===== config.mk =====
export PLATFORM = sky130hd
export DESIGN_NAME = adc_readout_packer
export DESIGN_NICKNAME = d
export VERILOG_FILES = /design/src/rtl/adc_readout_packer.sv
export SDC_FILE = /design/constraint.sdc
export NUM_CORES = 1
export LEC_CHECK = 0
export BUFFER_PORTS_ARGS = -buffer_cell sky130_fd_sc_hd__buf_2
export CORE_MARGIN = 2
export CORE_UTILIZATION = 40
export CTS_CLUSTER_DIAMETER = 60
export DETAILED_ROUTE_END_ITERATION = 10
export PLACE_DENSITY = 0.62
export SYNTH_ARGS = -nofsm -noshare
export SYNTH_HDL_FRONTEND = slang
export SYNTH_SLANG_ARGS = --single-unit

===== constraint.sdc =====
create_clock -name clk -period 4.6 [get_ports clk]
set_input_delay 0.92 -clock clk [delete_from_list [all_inputs] [get_ports clk]]
set_output_delay 0.92 -clock clk [all_outputs]
set_load 0.01 [all_outputs]

===== src/rtl/adc_readout_packer.sv =====
// rtl/adc_readout_packer.sv - frames 4-channel ADC FIFO words into a 32-bit AXI4-Stream with header, sequence and trailer.
// Optional checksum beat before the trailer: define ADC_READOUT_CHECKSUM_EN.
module adc_readout_packer #(
    parameter int          NUM_DATA               = 1280,
    parameter int          TRIGGER_COUNTER_LENGTH = 16,
    parameter int          SAMPLE_WIDTH           = 12,
    parameter int          TIMEOUT_CYCLES         = 4096,
    parameter logic [15:0] MAGIC                  = 16'hCB01
) (
    input  logic                              clk,
    input  logic                              rstn,
    input  logic [TRIGGER_COUNTER_LENGTH-1:0] trigger_count,
    input  logic [4*SAMPLE_WIDTH-1:0]         fifo_dout,
    input  logic                              fifo_empty,
    output logic                              fifo_rd_en,
    output logic [31:0]                       m_axis_tdata,
    output logic                              m_axis_tvalid,
    input  logic                              m_axis_tready,
    output logic                              m_axis_tlast,
    output logic                              frame_active,
    output logic                              frame_error,
    output logic [31:0]                       frame_seq
);

    localparam int WR_W = $clog2(NUM_DATA + 1);
    localparam int ST_W = $clog2(TIMEOUT_CYCLES + 1);

`ifdef ADC_READOUT_CHECKSUM_EN
    typedef enum logic [2:0] {
        S_IDLE, S_HDR0, S_HDR1, S_DATA_LO, S_DATA_HI, S_CHECKSUM, S_TRAILER
    } state_t;
    localparam state_t S_END = S_CHECKSUM;
`else
    typedef enum logic [2:0] {
        S_IDLE, S_HDR0, S_HDR1, S_DATA_LO, S_DATA_HI, S_TRAILER
    } state_t;
    localparam state_t S_END = S_TRAILER;
`endif

    state_t                    state;
    state_t                    state_next;
    logic [15:0]               trig_q;
    logic [4*SAMPLE_WIDTH-1:0] sample_q;
    logic                      sample_vld;
    logic                      rd_pending;
    logic [WR_W-1:0]           words_requested;
    logic [15:0]               samples_sent;
    logic [ST_W-1:0]           starve_cnt;
    logic                      err;
`ifdef ADC_READOUT_CHECKSUM_EN
    logic [31:0]               csum;
`endif

    logic in_data;
    logic accept;
    logic hi_accept;
    logic data_accept;
    logic starving;
    logic timeout_hit;
    logic last_sample;

    function automatic logic [15:0] lane(input logic [4*SAMPLE_WIDTH-1:0] w, input int idx);
        return 16'(w[idx*SAMPLE_WIDTH +: SAMPLE_WIDTH]);
    endfunction

    assign in_data     = (state == S_DATA_LO) || (state == S_DATA_HI);
    assign accept      = m_axis_tvalid && m_axis_tready;
    assign hi_accept   = accept && (state == S_DATA_HI);
    assign data_accept = accept && in_data;
    assign last_sample = (samples_sent == 16'(NUM_DATA - 1));

    // One-word holding register: a read in flight counts as occupying it so a word is never overwritten.
    assign fifo_rd_en = ((state == S_HDR1) || in_data) && !fifo_empty &&
                        (words_requested < WR_W'(NUM_DATA)) && !rd_pending &&
                        (!sample_vld || hi_accept);

    // A cycle that issues a read is not starved; this also keeps an abort from stranding a read in flight.
    assign starving    = in_data && !sample_vld && !rd_pending && !fifo_rd_en;
    assign timeout_hit = starving && (starve_cnt == ST_W'(TIMEOUT_CYCLES - 1));

    always_ff @(posedge clk or negedge rstn) begin
        if (!rstn) begin
            state <= S_IDLE;
        end else begin
            state <= state_next;
        end
    end

    always_comb begin
        state_next = state;
        case (state)
            S_IDLE:    if (!fifo_empty) state_next = S_HDR0;
            S_HDR0:    if (accept) state_next = S_HDR1;
            S_HDR1:    if (accept) state_next = S_DATA_LO;
            S_DATA_LO: begin
                if (timeout_hit)  state_next = S_END;
                else if (accept)  state_next = S_DATA_HI;
            end
            S_DATA_HI: begin
                if (accept)           state_next = last_sample ? S_END : S_DATA_LO;
                else if (timeout_hit) state_next = S_END;
            end
`ifdef ADC_READOUT_CHECKSUM_EN
            S_CHECKSUM: if (accept) state_next = S_TRAILER;
`endif
            S_TRAILER: if (accept) state_next = S_IDLE;
            default:   state_next = S_IDLE;
        endcase
    end

    always_comb begin
        m_axis_tvalid = 1'b0;
        m_axis_tdata  = 32'h0;
        m_axis_tlast  = 1'b0;
        frame_active  = (state != S_IDLE);
        case (state)
            S_HDR0: begin
                m_axis_tvalid = 1'b1;
                m_axis_tdata  = {MAGIC, trig_q};
            end
            S_HDR1: begin
                m_axis_tvalid = 1'b1;
                m_axis_tdata  = frame_seq;
            end
            S_DATA_LO: begin
                m_axis_tvalid = sample_vld;
                m_axis_tdata  = {lane(sample_q, 1), lane(sample_q, 0)};
            end
            S_DATA_HI: begin
                m_axis_tvalid = sample_vld;
                m_axis_tdata  = {lane(sample_q, 3), lane(sample_q, 2)};
            end
`ifdef ADC_READOUT_CHECKSUM_EN
            S_CHECKSUM: begin
                m_axis_tvalid = 1'b1;
                m_axis_tdata  = csum;
            end
`endif
            S_TRAILER: begin
                m_axis_tvalid = 1'b1;
                m_axis_tdata  = {err, 15'h0, samples_sent};
                m_axis_tlast  = 1'b1;
            end
            default: ;
        endcase
    end

    always_ff @(posedge clk or negedge rstn) begin
        if (!rstn) begin
            trig_q          <= 16'h0;
            sample_q        <= '0;
            sample_vld      <= 1'b0;
            rd_pending      <= 1'b0;
            words_requested <= '0;
            samples_sent    <= 16'h0;
            starve_cnt      <= '0;
            err             <= 1'b0;
            frame_error     <= 1'b0;
            frame_seq       <= 32'h0;
        end else begin
            rd_pending  <= fifo_rd_en;
            frame_error <= timeout_hit;

            if (rd_pending) begin
                sample_q   <= fifo_dout;
                sample_vld <= 1'b1;
            end else if (hi_accept) begin
                sample_vld <= 1'b0;
            end

            if (state == S_IDLE && !fifo_empty) begin
                trig_q <= 16'(trigger_count);
            end

            if (state == S_HDR0) begin
                words_requested <= '0;
                samples_sent    <= 16'h0;
            end else begin
                if (fifo_rd_en) words_requested <= words_requested + 1'b1;
                if (hi_accept)  samples_sent    <= samples_sent + 16'h1;
            end

            if (state == S_HDR0 || data_accept) begin
                starve_cnt <= '0;
            end else if (starving) begin
                starve_cnt <= starve_cnt + 1'b1;
            end

            if (timeout_hit) begin
                err <= 1'b1;
            end else if (state == S_TRAILER && accept) begin
                err <= 1'b0;
            end

            if (state == S_TRAILER && accept) begin
                frame_seq <= frame_seq + 32'h1;
            end
        end
    end

`ifdef ADC_READOUT_CHECKSUM_EN
    always_ff @(posedge clk or negedge rstn) begin
        if (!rstn) begin
            csum <= 32'h0;
        end else if (state == S_HDR0) begin
            csum <= 32'h0;
        end else if (data_accept) begin
            csum <= csum + m_axis_tdata;
        end
    end
`endif

endmodule


# == Word level (Yosys, flattened, before mapping) ==
# Cells that the tools add are included.
# classes
eq_ne,13
add_sub_neg,4
reduce_logical,31
order_cmp,1
muxes,23
# ops
op,n
$pmux W32 S5,1
$add A32 B1 Y32 const B,1
$mux W16,2
$mux W3,9
$mux W13,2
$mux W11,2
$pmux W3 S6,1
$add A16 B1 Y16 const B,1
$eq A16 B11 Y1 const B,1
$add A13 B1 Y13 const B,1
$eq A13 B12 Y1 const B,1
$logic_and A1 B1 Y1,13
$add A11 B1 Y11 const B,1
$lt A11 B11 Y1 const B,1
$reduce_bool A2 Y1,5
$ne A2 B2 Y1 const B,4
$eq A3 B2 Y1 const B,2
$eq A3 B3 Y1 const B,2
$ne A3 B3 Y1 const B,2
$reduce_and A6 Y1,1
$mux W1,5
$logic_not A1 Y1,4
$logic_or A1 B1 Y1,4
$eq A3 B1 Y1 const B,1
5 further kinds,5
# word_totals
regBits,143
in_bits,68
word_cells,83
out_inout_bits,69

# == Logic depth before layout (Yosys ltp) ==
# Gate-level depths: netlist of run 1.
# depth
word_depth,13
ltp_mapped,9
depth_no_buf,6

# == Worst setup path before layout of run 1 ==
# No wires, ideal clock.
# synth_timing
path_kind,input port to output port
start,input m_axis_tready
end,output fifo_rd_en
path_buffers,2
path_slack_ps,1871
arrival_ps,1809
t_required_ps,3680
cell_stages,5
cell_sequence,buf_2 > nand4bb_1 > a21oi_1 > and2_1 > buf_4
# synth_between
elab_chain_len,4
# synth_rtl
item,line_no,rtl
from (decl),18,"input logic m_axis_tready,"
$logic_and A1 B1 Y1,67,assign accept = m_axis_tvalid && m_axis_tready;
$logic_and A1 B1 Y1,68,assign hi_accept = accept && (state == S_DATA_HI);
$logic_or A1 B1 Y1,75,(!sample_vld || hi_accept);
$logic_and A1 B1 Y1,74,(words_requested < WR_W'(NUM_DATA)) && !rd_pending &&
to (decl),15,"output logic fifo_rd_en,"
# No other way between the ends.

# == Final worst setup path of run 1 ==
# layout_timing
start,register state[1]
end,output m_axis_tdata[9]
# layout_between
elab_chain_len,2
elab_cells_between_ends,6
cone_classes,eq/ne: 5; mux: 1
# layout_rtl
item,line_no,rtl
from (decl),40,state_t state;
from (signal assigned),85,state <= state_next;
"$eq A3 B3 Y1, or another cell as far along",116,case (state)
$pmux W32 S5 *,116,
to (decl),16,"output logic [31:0] m_axis_tdata,"
# Mark *: on every way between the ends. The rest lies on a longest branch, timed or not.

==> metrics, run 1 <==
min cycle time layout 3.80 ns; Max Cap Violations 0; H-tree depth 4; crit-path max cell delay 0.78 ns; Final Hold Vio Count 0; number of port buffers 136; critical path cell sequence nor2b_1 > and2_1 > nand2_1 > o21ai_0 > a221o_1 > buf_2; WL met3 1250 um; r2r setup slk 1.53 ns; Post-CTS Resized 0; register area share after synthesis 51.1%; Top Layer Used met5; Design Area, Final 8530 um^2; skew final 0.00656 ns; Buf/Inv on CP 1; Nets 843; Die H 136 um; Post-CTS Setup Bufs 0; TritonCTS buffer count 17; synthesis-to-layout area growth 21.7%; DRC viols 0; first-pass GRT wire length 29000 um; synth warn 0; Cells after Synth 643; crit share post-route 82.7%; max_slew headroom 37.0%; Critical R2R Launch state[0]; first-pass iteration count of the detailed router 5; Critical Path RT 3.68 ns; Via density 5.38; Die Footprint 18600 um^2; Core Area 17200 um^2; HP Class flop to flop; Fmax 0.263 GHz; grt total ovfl 0; via count of the first global-routing pass 5399; largest net degree at the start of global routing 101; Finished Layout Cells 1009; WP data arrival 2.88 ns; Leak Pwr 3.94 nW; run status finished, final reports clean; clk root buf clkbuf_16; Inst Count DP 977; CP Max Fanout 23; final core occ 49.5%; PD cells 573 nW/um^2; Worst-Skew Late Latency 0.42 ns; Avg Synthesized Cell Area 10.9 um^2; Metal-1 WL 8100 um; post-route ant nets 0; Worst Setup Start Kind flop; setup TNS 0 ns; # hold bufs at CTS 0; critical path type flop to primary output; layout cell share with drive strength beyond 1 31.8%; Mapped Area 7010 um^2; 1st-iter DRT viols 434; FP Rows 48; Initial Util 40.7%; asr flop ratio synth 100%; Fin Hold WS 0.495 ns; min-delay src words_requested[5]; CTS tree yes; Synth Flop Type dfrtp_1; worst r2r path cells 5; placed inst area 7880 um^2; Crit. End Element primary output; clk slew on worst S/H paths 0.06 ns; clk sink count 143; final count of negative-setup-slack endpoints 0; Worst Hold Depth 1; Yosys reg bits 143; drt wl/cell 18.1 um; CP max stage cell dfrtp_1; EDFF count, synth 0; hpwl dp 13100 um; Max VDD drop 0.000307 V; metal2 WL 8510 um; Final Max Tran Viols 0; WL final 18300 um; family with the most delay on the worst path simple AND/OR/NAND/NOR gates; Synth cell types 53; initial antenna violation count 1; syn nets 715; FF-to-FF End state[1]; maximum clock path buffer count 2; GRT Resource Usage Total 20.4%; filler cell count 1561; via count 5430; I/O pin cnt 137; die width 136 um; Worst-Margin Slew 0.941 ns; RSZ-0062 raised after global routing false; end of the worst hold path words_requested[5]; GPL Wtd Cong 0.822
routing by layer:
metal / up-vias / GRT usage (%)
li1: 2549 / -
met1: 2681 / 26.6
met2: 170 / 32.2
met3: 28 / 5.67
met4: 2 / 7.81
met5: - / 0
cells by family after synthesis:
| family | Yosys count | synth area share, % |
|---|---|---|
| and+or+nand+nor | 220 | 15.8 |
| DFF | 143 | 51.1 |
| muxes | 91 | 14.2 |
| AOI/OAI and AO/OA | 83 | 8.11 |
| xor gates and xnor gates | 61 | 7.63 |
| buffers and inverters | 41 | 2.52 |
| adders and majority gates | 4 | 0.714 |
per-stage QoR:
step,power [mW],setup WS (ns)
after floorplan,2.88,1.87
after global placement,3.35,1.40
after detailed placement,3.40,1.27
after CTS,4.92,0.790
after global routing,5.17,0.554
final,4.89,0.797
worst max path at each step:
stage | cells past startpoint | startpoint | slack, ns | endpoint
global placement | 5 | state[0] | 1.40 | m_axis_tdata[15]
floorplan | 5 | m_axis_tready | 1.87 | fifo_rd_en
finish | 6 | state[1] | 0.80 | m_axis_tdata[9]
global route | 6 | state[0] | 0.55 | m_axis_tdata[11]
detailed placement | 6 | state[0] | 1.27 | m_axis_tdata[7]
CTS | 6 | state[0] | 0.79 | m_axis_tdata[2]
registers in the layout, indices dropped and copies added (netlist names):
signal           cells
frame_seq           32
state                3
words_requested     11
frame_error          1
sample_q            48
trig_q              16
samples_sent        16
err                  1
rd_pending           1
starve_cnt          13
sample_vld           1
power breakdown:
part / total [mW] / switching (mW) / internal [mW]
sequential: 1.88 / 0.291 / 1.59
combinational: 1.49 / 0.777 / 0.711
clock: 1.51 / 0.526 / 0.987
Yosys cell counts, types with 6 or more instances:
cell,n,share of area [%]
a21oi_1,10,0.71
a221o_1,12,1.7
and3_1,10,0.89
and4_1,6,0.75
buf_2,15,1.1
clkbuf_1,15,0.80
dfrtp_1,143,51
inv_1,7,0.38
mux2_2,65,10
mux2i_1,26,3.7
nand2_1,64,3.4
nand2b_1,6,0.54
nand3_1,29,2.1
nand4_1,20,1.8
nor2_1,57,3.1
o21ai_0,34,2.4
o22ai_1,6,0.54
xnor2_1,34,4.3
xor2_1,27,3.4
placed cells by master, fill, tap and decap left out, drive strengths merged, types with 4 or more instances in the layout:
cell	n
a21oi	10
a221o	12
a22oi	4
and3	10
and4	6
buf	143
bufinv	5
clkbuf	21
clkinv	4
dfrtp	143
ha	4
inv	7
mux2	65
mux2i	26
nand2	64
nand2b	6
nand3	29
nand4	20
nor2	57
nor3	5
o21ai	34
o22ai	6
xnor2	34
xor2	27
cell type report:
cell class	instances	area, um^2	area share, %
flip-flops and latches	143	3580	42.0
multi-input cells	459	3250	38.2
repair buffers	143	739	8.67
clock buffers	21	460	5.40
diodes	1	2.50	0.0293
clock inverters	10	185	2.17
inverters	7	26.3	0.308
well taps	225	282	3.30
Power figures use the tool's default switching activity.
==> run 2: changes to the inputs <==
--- a/config.mk
+++ b/config.mk
@@ -5,12 +5,13 @@
 export SDC_FILE = /design/constraint.sdc
 export NUM_CORES = 1
 export LEC_CHECK = 0
+export ABC_AREA = 1
 export BUFFER_PORTS_ARGS = -buffer_cell sky130_fd_sc_hd__buf_2
 export CORE_MARGIN = 2
 export CORE_UTILIZATION = 40
 export CTS_CLUSTER_DIAMETER = 60
 export DETAILED_ROUTE_END_ITERATION = 10
-export PLACE_DENSITY = 0.62
+export PLACE_DENSITY = 0.61
 export SYNTH_ARGS = -nofsm -noshare
 export SYNTH_HDL_FRONTEND = slang
 export SYNTH_SLANG_ARGS = --single-unit
==> constraint.sdc (replaced) <==
create_clock -name clk -period 3.6 [get_ports clk]
set_input_delay 0.72 -clock clk [delete_from_list [all_inputs] [get_ports clk]]
set_output_delay 0.72 -clock clk [all_outputs]
set_load 0.01 [all_outputs]
==> metrics, run 2 <==
run status finished, final reports clean (unchanged); clk sink count 143 (unchanged); Die H 142 um (was 136 um); Worst Setup Start Kind flop (unchanged); post-route ant nets 0 (unchanged); Avg Synthesized Cell Area 8.00 um^2 (was 10.9 um^2); most common cell after layout, fill and taps aside nand2_1 (was dfrtp_1); Worst-Skew Late Latency 0.42 ns (about the same); Fmax 0.327 GHz; Final Max Tran Viols 0 (unchanged); Clk pwr share 30.0% (was 31.0%); setup TNS 0 ns (unchanged); top cells by area, synth dfrtp_1 47%, nand2_1 14%, inv_1 6.1%, o21ai_0 4.5%, xor2_1 3.5% (was dfrtp_1 51%, mux2_2 10%, xnor2_1 4.3%, mux2i_1 3.7%, nand2_1 3.4%); number of port buffers 136 (unchanged); switching power 2.31 mW (was 1.59 mW); share of the synthesized area in the top cell type 47.3% (was 51.1%); Max VDD drop 0.000453 V (was 0.000307 V); Synth Flop Type dfrtp_1 (unchanged); Mapped Area 7570 um^2 (was 7010 um^2); largest net degree at the start of global routing 85 (was 101); critical path type flop to primary output (unchanged); register area share after synthesis 47.3% (was 51.1%); maximum clock path buffer count 2 (unchanged); FP Rows 50 (was 48); max FFs per register 48 (unchanged); GPL Wtd Cong 0.918 (was 0.822); Die Footprint 20000 um^2 (was 18600 um^2); WL final 21800 um (was 18300 um); GRT Resource Usage Total 22.5% (was 20.4%); CP max stage cell dfrtp_1 (unchanged); commonest cells after routing, fill and taps aside 273 x nand2_1, 142 x dfrtp_1, 135 x buf_2 (was 142 x dfrtp_1, 135 x buf_2, 65 x mux2_2); Nets 1156 (was 843); grt total ovfl 0 (unchanged); Synth cell types 39 (was 53); Post-CTS Setup Bufs 0 (unchanged); die width 142 um (was 136 um); met1 GRT Util 31.3% (was 26.6%); CTS tree yes (unchanged); Leak Pwr 4.48 nW (was 3.94 nW); max_slew headroom 47.8% (was 37.0%); Initial Util 40.6% (was 40.7%); final count of negative-setup-slack endpoints 0 (unchanged); synthesis-to-layout area growth 20.6% (was 21.7%); TritonCTS buffer count 17 (unchanged); GRT busiest layer met2 (unchanged); syn nets 1019 (was 715); I/O pin cnt 137 (unchanged); Max Cap Violations 0 (unchanged); CP Max Fanout 17 (was 23); Critical Path RT 2.88 ns (was 3.68 ns); WP data arrival 2.34 ns (was 2.88 ns); Sw Share 36.8% (was 32.6%); # hold bufs at CTS 0 (unchanged); via count 6784 (was 5430); Post-CTS Resized 0 (unchanged); Final WS setup 0.538 ns (was 0.797 ns); min cycle time layout 3.06 ns; layout cell share with drive strength beyond 1 20.6% (was 31.8%); HP Class input pin to async pin (was flop to flop); drt wl/cell 16.3 um (was 18.1 um); Cells after Synth 947 (was 643); asr flop ratio synth 100% (unchanged); DRC viols 0 (unchanged); EDFF count, synth 0 (unchanged); grt met3 use 5.97% (was 5.67%); crit-path max cell delay 0.50 ns (was 0.78 ns); Via density 5.09 (was 5.38); skew final 0.00667 ns (was 0.00656 ns); Place WS 0.987 ns (was 1.27 ns); M2 GR Usage 34.7% (was 32.2%); synth cell count leaders 273 x nand2_1, 143 x dfrtp_1, 124 x inv_1 (was 143 x dfrtp_1, 65 x mux2_2, 64 x nand2_1); Final Hold Vio Count 0 (unchanged); 1st-iter DRT viols 544 (was 434); RSZ-0062 raised after global routing false (unchanged); first-pass GRT wire length 35000 um (was 29000 um); hpwl dp 16000 um (was 13100 um); synth warn 0 (unchanged); PD cells 688 nW/um^2 (was 573 nW/um^2); Regs by FF count sample_q x48, frame_seq x32 (unchanged); via count of the first global-routing pass 6464 (was 5399); Core Area 18600 um^2 (was 17200 um^2); clk root buf clkbuf_16 (unchanged); Crit. End Element primary output (unchanged); H-tree depth 4 (unchanged); Sequential Power Share 37.1% (was 38.6%); critical path cell sequence inv_2 > nand3_2 > clkinv_1 > a221oi_1 > nand2_1 > buf_2 (was nor2b_1 > and2_1 > nand2_1 > o21ai_0 > a221o_1 > buf_2); initial antenna violation count 1 (unchanged); Yosys top cell by area dfrtp_1 (unchanged); logic gate share of total power 32.9% (was 30.5%); clk slew on worst S/H paths 0.06 ns (about the same); first-pass iteration count of the detailed router 5 (unchanged); Yosys reg bits 143 (unchanged); Reg with most FFs sample_q (unchanged); crit share post-route 85.1%; Worst-Margin Slew 0.784 ns (was 0.941 ns); Int Pwr 3.97 mW (was 3.29 mW); count leader, synth nand2_1 (was dfrtp_1)
## run 2: critical path: cells and delay by family, from the launching register on
family,cells,cell delay (ns)
AO/OA/AOI/OAI,1,0.48
buffers and inverters,3,0.74
flip-flops,1,0.50
AND/OR/NAND/NOR,2,0.19
## run 2: logic make-up (layout without fill, tap and decap cells)
family          Yosys count  in the layout  share of synthesized area [%]
mux                      16             16                           2.38
flops                   143            143                           47.3
fa+ha+maj                 4              4                          0.661
simple gates            453            453                           26.3
buf+inv                 162            312                           8.34
other cells               0              1                              0
compound gates          130            130                           10.5
xor+xnor                 39             39                           4.51
## run 2: worst paths after layout
kind / cells after the start / slack [ns] / startpoint / to
worst max register to register: 9 / 1.19 / state[1] / starve_cnt[11]
worst min-delay path: 1 / 0.34 / rstn / starve_cnt[0]
max in group asynchronous: 2 / 2.52 / rstn / sample_q[9]
worst max-delay path: 6 / 0.54 / state[2] / m_axis_tdata[1]
min in group clk: 2 / 0.47 / sample_q[20] / sample_q[20]
worst min register to register: 2 / 0.47 / sample_q[20] / sample_q[20]
## run 2: stage by stage
stage               power [mW]  util (%)  cells  hold WS (ns)  cell area (um^2)
floorplan                 3.61         -    947         0.424              7570
global placement          4.39      45.6   1299         0.457              8510
detailed placement        4.43      45.6   1299         0.459              8510
CTS                       6.33      49.0   1331         0.369              9130
global route              6.70      49.0   1331         0.388              9130
finish                    6.28      49.0   1332         0.342              9140
## run 2: routing by layer
metal | share of wire, % | wire length (um)
met5 | 0 | 0
met4 | 1.7 | 377
met3 | 6.4 | 1380
met2 | 45 | 9880
met1 | 47 | 10100
## run 2: cell type report
class                      instances  area, um^2
multi-input combinational        642        3360
antenna                            1        2.50
clock buffer                      22         464
fill                            1857        9510
timing repair buffer             145         767
sequential                       143        3580
inverter                         135         507
tap                              234         293
clock inverter                    10         160
## run 2: power by group through the flow
stage	clock network (mW)	registers (mW)	logic, mW
floorplan	0	2.26	1.35
global placement	0	2.34	2.05
detailed placement	0	2.35	2.08
CTS	1.91	2.33	2.09
global route	1.99	2.38	2.33
finish	1.88	2.33	2.07
==> run 3: changes to the inputs <==
--- a/config.mk
+++ b/config.mk
@@ -8,10 +8,11 @@
 export ABC_AREA = 1
 export BUFFER_PORTS_ARGS = -buffer_cell sky130_fd_sc_hd__buf_2
 export CORE_MARGIN = 2
-export CORE_UTILIZATION = 40
+export CORE_UTILIZATION = 43
 export CTS_CLUSTER_DIAMETER = 60
 export DETAILED_ROUTE_END_ITERATION = 10
-export PLACE_DENSITY = 0.61
+export PLACE_DENSITY = 0.74
 export SYNTH_ARGS = -nofsm -noshare
 export SYNTH_HDL_FRONTEND = slang
 export SYNTH_SLANG_ARGS = --single-unit
+export TNS_END_PERCENT = 100
==> metrics, run 3 (synthesis results as in run 2) <==
initial antenna violation count 0 (was 1); grt total ovfl 0 (unchanged); min cycle time layout 3.10 ns (was 3.06 ns); Overall Power 6.16 mW (was 6.28 mW); most common cell after layout, fill and taps aside nand2_1 (unchanged); Nets 1155 (was 1156); worst r2r path cells 9 (unchanged); Metal-1 WL 9250 um (was 10100 um); layout cell share with drive strength beyond 1 20.8% (was 20.6%); PD cells 679 nW/um^2 (was 688 nW/um^2); Via density 5.31 (was 5.09); critical path cell sequence inv_2 > nor2_2 > inv_2 > nor2_2 > clkinv_1 > o22ai_1 > a221oi_1 > nand2_1 > buf_2 (was inv_2 > nand3_2 > clkinv_1 > a221oi_1 > nand2_1 > buf_2); critical path type flop to primary output (unchanged); drt wl/cell 16.4 um (was 16.3 um); GRT Resource Usage Total 24.0% (was 22.5%); 1st-iter DRT viols 590 (was 544); DRC viols 0 (unchanged); max FFs per register 48 (unchanged); WL final 21700 um (was 21800 um); post-route ant nets 0 (unchanged); Post-CTS Setup Bufs 0 (unchanged); largest net degree at the start of global routing 85 (unchanged); HP Class input pin to async pin (unchanged); Worst Setup Start Kind flop (unchanged); Core Area 17200 um^2 (was 18600 um^2); skew final 0.00854 ns (was 0.00667 ns); Worst-Margin Slew 0.917 ns (was 0.784 ns); hpwl dp 15600 um (was 16000 um); Max Cap Violations 0 (unchanged); via count of the first global-routing pass 6728 (was 6464); TritonCTS buffer count 17 (unchanged); via count 7020 (was 6784); crit share post-route 86.1% (was 85.1%); synthesis-to-layout area growth 19.9% (was 20.6%); number of port buffers 136 (unchanged); max_slew headroom 38.7% (was 47.8%); # hold bufs at CTS 0 (unchanged); metal2 WL 10200 um (was 9880 um); CTS tree yes (unchanged); WL met3 1770 um (was 1380 um); Die H 137 um (was 142 um); Crit. End Element primary output (unchanged); Fmax 0.322 GHz (was 0.327 GHz); CP max stage cell dfrtp_1 (unchanged); Die Footprint 18700 um^2 (was 20000 um^2); Final Hold Vio Count 0 (unchanged); Regs by FF count sample_q x48, frame_seq x32 (unchanged); CP Max Fanout 10 (was 17); GPL Wtd Cong 0.939 (was 0.918); final count of negative-setup-slack endpoints 0 (unchanged); setup TNS 0 ns (unchanged); Fin Hold WS 0.236 ns (was 0.342 ns); die width 137 um (was 142 um); Final Max Tran Viols 0 (unchanged); I/O pin cnt 137 (unchanged); RSZ-0062 raised after global routing false (unchanged); Reg with most FFs sample_q (unchanged); maximum clock path buffer count 2 (unchanged); WP data arrival 2.38 ns (was 2.34 ns); FP Rows 48 (was 50); Max VDD drop 0.000400 V (was 0.000453 V); first-pass GRT wire length 34200 um (was 35000 um); Top Layer Used met4 (unchanged); Ant. Diodes 0 (was 1); Worst-Skew Late Latency 0.43 ns (was 0.42 ns); Leak Pwr 4.46 nW (was 4.48 nW); filler cell count 1592 (was 1857); clk sink count 143 (unchanged); area occupied by multi-input gates 3360 um^2 (unchanged); first-pass iteration count of the detailed router 7 (was 5); crit-path max cell delay 0.49 ns (was 0.50 ns); clk root buf clkbuf_16 (unchanged); commonest cells after routing, fill and taps aside 273 x nand2_1, 142 x dfrtp_1, 135 x buf_2 (unchanged); Initial Util 43.9% (was 40.6%); register area 3580 um^2 (unchanged); Post-CTS Resized 0 (unchanged); H-tree depth 4 (unchanged); Critical Path RT 2.88 ns (about the same); clk slew on worst S/H paths 0.06 ns (about the same); run status finished, final reports clean (unchanged)
[run 3: critical path: cells and delay by family (launching register included)]
| kind | cells | cell delay [ns] |
|---|---|---|
| DFF | 1 | 0.49 |
| AOI/OAI and AO/OA | 2 | 0.28 |
| and+or+nand+nor | 3 | 0.52 |
| buffers and inverters | 4 | 0.66 |
[run 3: cell type report]
type	count	share of cell area, %
sequential	143	39.4
multi-input combinational	642	37.0
timing repair buffer	144	8.37
inverter	135	5.58
clock buffer	19	4.99
tap	225	3.10
clock inverter	13	1.49
[run 3: final timing paths]
check                        startpoint         endpoint  slack [ns]
min                                rstn    frame_seq[29]        0.24
max reg2reg                    state[1]    starve_cnt[0]        1.15
min in group clk           sample_q[20]     sample_q[20]        0.48
max                            state[0]  m_axis_tdata[1]        0.50
min reg2reg                sample_q[20]     sample_q[20]        0.48
max in group asynchronous          rstn     frame_seq[9]        2.58
[run 3: where the power goes]
group / switching [mW] / internal [mW]
logic: 1.34 / 0.722
registers: 0.277 / 2.05
clock network: 0.713 / 1.06
[run 3: metrics by stage]
step / utilization (%) / std cells / area (um^2) / setup slack [ns]
after floorplan: - / 947 / 7570 / 1.30
after global placement: 49.3 / 1289 / 8490 / 1.06
after detailed placement: 49.3 / 1289 / 8490 / 0.978
after CTS: 52.7 / 1321 / 9080 / 0.514
after global routing: 52.7 / 1321 / 9080 / 0.265
final: 52.7 / 1321 / 9080 / 0.499
[run 3: metal layers]
layer | global-route usage (%) | up-vias
li1 | - | 3351
met1 | 30.9 | 3329
met2 | 37.9 | 298
met3 | 7.26 | 42
met4 | 8.97 | 0
met5 | 0 | -
